**src/rtl/adder_pkg.sv**
```systemverilog
// Shared types for the multibyte add/subtract sequencer.
// FSM encoding, datapath byte width and the overflow helper.
package adder_pkg;

    localparam int BYTE_W = 8;

    typedef enum logic [1:0] {
        IDLE = 2'd0,
        RUN  = 2'd1,
        DONE = 2'd2
    } state_t;

    // Signed overflow from the MSB byte: carry into bit 7 xor carry out.
    function automatic logic ovf_calc(
        input logic a7,
        input logic b7,
        input logic s7,
        input logic co
    );
        return a7 ^ b7 ^ s7 ^ co;
    endfunction

endpackage

```
**src/rtl/simple_8bit_adder.sv**
```systemverilog
// 8-bit ripple-carry adder, the per-byte datapath slice.
// Pure combinational; carry propagates bit by bit.
module simple_8bit_adder (
    input  logic [7:0] a,
    input  logic [7:0] b,
    input  logic       cin,
    output logic [7:0] sum,
    output logic       cout
);

    logic [8:0] c;

    always_comb begin
        c    = '0;
        sum  = '0;
        c[0] = cin;
        for (int i = 0; i < 8; i++) begin
            sum[i]   = a[i] ^ b[i] ^ c[i];
            c[i + 1] = (a[i] & b[i]) | (c[i] & (a[i] ^ b[i]));
        end
        cout = c[8];
    end

endmodule

```
**src/rtl/multibyte_add_seq.sv**
```systemverilog
// Wide add/subtract sequencer: one byte per cycle, LSB first,
// through a single 8-bit adder with a registered carry chain.
module multibyte_add_seq
    import adder_pkg::*;
#(
    parameter int NBYTES = 4,
    parameter int CNT_W  = $clog2(NBYTES)
) (
    input  logic                     clk,
    input  logic                     rst_n,
    input  logic                     in_valid,
    output logic                     in_ready,
    input  logic [8*NBYTES-1:0]      op_a,
    input  logic [8*NBYTES-1:0]      op_b,
    input  logic                     cin,
    input  logic                     sub,
    output logic                     out_valid,
    input  logic                     out_ready,
    output logic [8*NBYTES-1:0]      result,
    output logic                     cout,
    output logic                     ovf
);

    localparam int W = BYTE_W * NBYTES;
    localparam logic [CNT_W-1:0] LAST = CNT_W'(NBYTES - 1);

    state_t             state;
    state_t             state_nx;
    logic               rdy_en;
    logic [W-1:0]       a_q;
    logic [W-1:0]       b_q;
    logic [W-1:0]       res_q;
    logic               carry_q;
    logic               cout_q;
    logic               ovf_q;
    logic [CNT_W-1:0]   idx;

    logic [BYTE_W-1:0]  a_byte;
    logic [BYTE_W-1:0]  b_byte;
    logic [BYTE_W-1:0]  s_byte;
    logic               add_co;
    logic               accept;
    logic               last;
    logic               in_run;

    assign a_byte = a_q[{idx, 3'b000} +: BYTE_W];
    assign b_byte = b_q[{idx, 3'b000} +: BYTE_W];
    assign accept = in_valid && in_ready;
    assign in_run = (state == RUN);
    assign last   = in_run && (idx == LAST);

    simple_8bit_adder u_add (
        .a    (a_byte),
        .b    (b_byte),
        .cin  (carry_q),
        .sum  (s_byte),
        .cout (add_co)
    );

    always_ff @(posedge clk) begin
        if (!rst_n) begin
            state <= IDLE;
        end else begin
            state <= state_nx;
        end
    end

    always_comb begin
        state_nx = state;
        unique case (1'b1)
            state == IDLE: if (accept)    state_nx = RUN;
            state == RUN:  if (last)      state_nx = DONE;
            state == DONE: if (out_ready) state_nx = IDLE;
            default:                      state_nx = IDLE;
        endcase
    end

    // in_ready stays low for the whole reset cycle and rises one
    // cycle after rst_n is first sampled high.
    always_ff @(posedge clk) begin
        if (!rst_n) begin
            rdy_en <= 1'b0;
        end else begin
            rdy_en <= 1'b1;
        end
    end

    always_comb begin
        in_ready  = 1'b0;
        out_valid = 1'b0;
        unique case (1'b1)
            state == IDLE: in_ready  = rdy_en;
            state == DONE: out_valid = 1'b1;
            default: ;
        endcase
    end

    always_ff @(posedge clk) begin
        if (!rst_n) begin
            a_q     <= '0;
            b_q     <= '0;
            res_q   <= '0;
            carry_q <= 1'b0;
            cout_q  <= 1'b0;
            ovf_q   <= 1'b0;
            idx     <= '0;
        end else if (accept) begin
            a_q     <= op_a;
            b_q     <= sub ? ~op_b : op_b;
            carry_q <= sub | cin;
            idx     <= '0;
        end else if (in_run) begin
            res_q[{idx, 3'b000} +: BYTE_W] <= s_byte;
            carry_q <= add_co;
            idx     <= last ? '0 : idx + 1'b1;
            if (last) begin
                cout_q <= add_co;
                ovf_q  <= ovf_calc(a_byte[BYTE_W-1], b_byte[BYTE_W-1],
                                   s_byte[BYTE_W-1], add_co);
            end
        end
    end

    assign result = res_q;
    assign cout   = cout_q;
    assign ovf    = ovf_q;

endmodule

```
**config.mk**
```make
export PLATFORM = sky130hd
export DESIGN_NAME = multibyte_add_seq
export DESIGN_NICKNAME = d
export VERILOG_FILES = /design/src/rtl/adder_pkg.sv /design/src/rtl/simple_8bit_adder.sv /design/src/rtl/multibyte_add_seq.sv
export SDC_FILE = /design/constraint.sdc
export NUM_CORES = 1
export LEC_CHECK = 0
export ABC_AREA = 1
export BUFFER_PORTS_ARGS = -buffer_cell sky130_fd_sc_hd__buf_2
export CAP_MARGIN = 0
export CORE_MARGIN = 4
export CORE_UTILIZATION = 55
export DETAILED_ROUTE_END_ITERATION = 8
export GPL_TIMING_DRIVEN = 0
export PLACE_DENSITY = 0.83
export SETUP_SLACK_MARGIN = 0.05
export SLEW_MARGIN = 30
export SYNTH_ARGS = -nofsm -noshare
export SYNTH_HDL_FRONTEND = slang
export SYNTH_SLANG_ARGS = --single-unit
```
**constraint.sdc**
```tcl
create_clock -name clk -period 7.2 [get_ports clk]
set_clock_uncertainty 0.2 [all_clocks]
set_input_delay 1.8 -clock clk [delete_from_list [all_inputs] [get_ports clk]]
set_output_delay 1.8 -clock clk [all_outputs]
set_load 0.005 [all_outputs]
```
==> impl_metrics.tcl <==
set metrics [dict create \
    status "completed" \
    crit_required_ps 7310 \
    grt_pass1_wl_mm 21.5 \
    p_leak_nw 3.03 \
    synth.distinct_cells 26 \
    yosysSeqAreaShare_pct 40.7 \
    ctsLongestPathBuffers 2 \
    fin_nets 958 \
    yosys_warnings 0 \
    detail_route.vias_per_cell 5.11 \
    finalHoldViolCount 0 \
    crit_arrival_ps 5030 \
    cts_hold_buf 0 \
    grt_overflow 0 \
    critPathMaxStageDelay_ps 610 \
    p_seq_share_pct 53.2 \
    fin_cells 987 \
    io_buffers 104 \
    cts_resized 0 \
    crit_type "register to register" \
    num_rows 34 \
    slew_headroom_pct 58.6 \
    cts_max_level 3 \
    hold_path_class "register to register" \
    wl_per_cell_um 13.2 \
    setup_ws_ps 2280 \
    die_h_um 104 \
    drv_slew 0 \
    cts_made_buffers 9 \
    grt_pass1_vias 4804 \
    cpMostUsedCell "fa_1" \
    cp_slowest_cell "fa_1" \
    grt_usage_pct 24.0 \
    postSynthAreaPerCell_um2 6.74 \
    start_util_pct 57.5 \
    synth_area_um2 5110 \
    die_w_um 104 \
    antenna_cells 0 \
    cts.sinks 104 \
    synth_cells 759 \
    power_frac_clock_pct 29.2 \
    insertion_delay_ps 380 \
    hold_slack_ps 250 \
    first_pass_iters 5 \
    wl_mm 13.1 \
    antenna_found_initial 0 \
    sw_frac_of_total_pct 30.5 \
    nFillCells 823 \
    powerDensity_nw_per_um2 196 \
    cts_tree "built" \
    worst_path_dominant_cell_family "adder cells" \
    power.internal_mw 0.811 \
    place.gp.congestion 0.889 \
    pwr-share-comb_pct 17.6 \
    rsz0062_at_grt "no" \
    place_inst 971 \
    worst_slew_pin_slew_ps 621 \
    max_freq_mhz 203 \
    drt-initial-drc-count 265 \
    clk_pin_slew_ps 110 \
    dp_hpwl_mm 10.1 \
    drcViolationCount 0 \
    antenna_left 0 \
    peakVddDrop_v 0.000105 \
    cts_root_buffer "clkbuf_8" \
    start_kind "register" \
    drive_gt1_share_pct 17.3 \
    fin_util_pct 66.9 \
    io_pins 106 \
    worstPathMaxFanout 12 \
    path_buf_inv 3 \
    fin_crit_sh_pct 68.3 \
    post_cts_buffers 0 \
    mostFrequentLayoutCells "nand2_1, buf_2, nor2_1" \
    grt_max_degree 19 \
    syn_to_final_growth_pct 16.3 \
    end_kind "register" \
    path_cells "clkinv_1 -> clkbuf_1 -> a21oi_1 -> fa_1 -> fa_1 -> fa_1 -> fa_1 -> inv_1 -> fa_1 -> fa_1 -> fa_1 -> fa_1 -> nand2_1 -> nor2_1 -> nand2_1 -> a21oi_1" \
    cap_violations 0 \
    ys_seq_elements 104 \
    fin_crit_ps 4920 \
    p_switching_mw 0.356 \
    via_count 5046 \
    setup_viol 0 \
    mostFrequentLayoutCell "nand2_1" \
    design.core.area_um2 8890 \
    fp.dieArea_um2 10900 \
    dp_slack_ps 2380 \
    setup_tns_ps 0 \
    syn-num-nets 843 \
]
worst register-to-register path, stage by stage (launching register included):
cell      delay (ps)
dfxtp_1          530
clkinv_1         320
clkbuf_1         360
a21oi_1          320
fa_1             230
fa_1             180
fa_1             190
fa_1             160
inv_1             50
fa_1             380
fa_1             400
fa_1             400
fa_1             610
nand2_1          120
nor2_1           180
nand2_1           80
a21oi_1          140
worst paths after layout:
check	endpoint	depth (start not counted)	from	slack [ps]
worst min register to register	b_q[21]	2	b_q[21]	250
worst max-delay path	result[15]	16	idx[1]	2280
worst max register to register	result[15]	16	idx[1]	2280
worst min-delay path	b_q[21]	2	b_q[21]	250
flip-flops by register name, summed over array words and instances (netlist names):
name     cells
state        2
idx          2
carry_q      1
a_q         32
b_q         32
cout         1
rdy_en       1
ovf          1
result      32
cell usage after synthesis:
| master | count | area, um2 |
|---|---|---|
| xor2_1 | 24 | 210 |
| nor2_1 | 117 | 439 |
| fa_1 | 8 | 160 |
| o211ai_1 | 1 | 7.51 |
| nand2_2 | 1 | 6.26 |
| inv_1 | 82 | 308 |
| buf_1 | 7 | 26.3 |
| nand3_2 | 1 | 10.0 |
| nand3_1 | 39 | 195 |
| nor2_4 | 1 | 11.3 |
| clkinv_1 | 2 | 7.51 |
| a21oi_1 | 50 | 250 |
| o22ai_1 | 7 | 43.8 |
| ha_1 | 6 | 75.1 |
| buf_2 | 20 | 100 |
| o21a_1 | 1 | 7.51 |
| o21ai_0 | 48 | 240 |
| clkbuf_1 | 9 | 33.8 |
| inv_2 | 1 | 3.75 |
| nor2_2 | 3 | 18.8 |
| dfxtp_1 | 104 | 2080 |
| nand2_1 | 216 | 811 |
| or2_2 | 1 | 6.26 |
| and3_1 | 1 | 6.26 |
| nor3_1 | 5 | 25.0 |
| buf_4 | 4 | 30.0 |
layout make-up:
cell class	instances	area, um2	area share (%)
multi-input combinational	530	2520	42.4
sequential	104	2080	35.0
timing repair buffer	104	520	8.75
inverter	85	319	5.36
buffer	40	190	3.20
tap	108	135	2.27
clock buffer	9	124	2.08
clock inverter	7	55.1	0.925
logic make-up (layout without fill, tap and decap cells):
family / count (synthesis) / count (layout) / synth area share [%]
flops: 104 / 104 / 40.7
xor+xnor: 24 / 24 / 4.11
compound gates: 107 / 107 / 10.7
buf+inv: 125 / 245 / 9.96
simple gates: 385 / 385 / 29.9
fa+ha+maj: 14 / 14 / 4.60
metrics by stage:
step / power, mW / instance area, um2
after floorplan: 0.765 / 5110
after global placement: 0.828 / 5770
after detailed placement: 0.836 / 5770
after CTS: 1.16 / 5950
after global routing: 1.22 / 5950
final: 1.17 / 5950
metal layers:
layer / track usage, % / part of all wire, % / vias up
li1: - / - / 2555
met1: 29.9 / 43 / 2272
met2: 42.0 / 48 / 191
met3: 3.79 / 6.4 / 28
met4: 7.98 / 2.0 / 0
met5: 0 / 0 / -
power groups by stage:
stage	Combinational (mW)	Sequential, mW	Clock [mW]
floorplan	0.137	0.628	0
global placement	0.196	0.632	0
detailed placement	0.203	0.633	0
CTS	0.204	0.620	0.341
global route	0.232	0.623	0.364
finish	0.206	0.620	0.341
(Power assumes the default switching activity.)
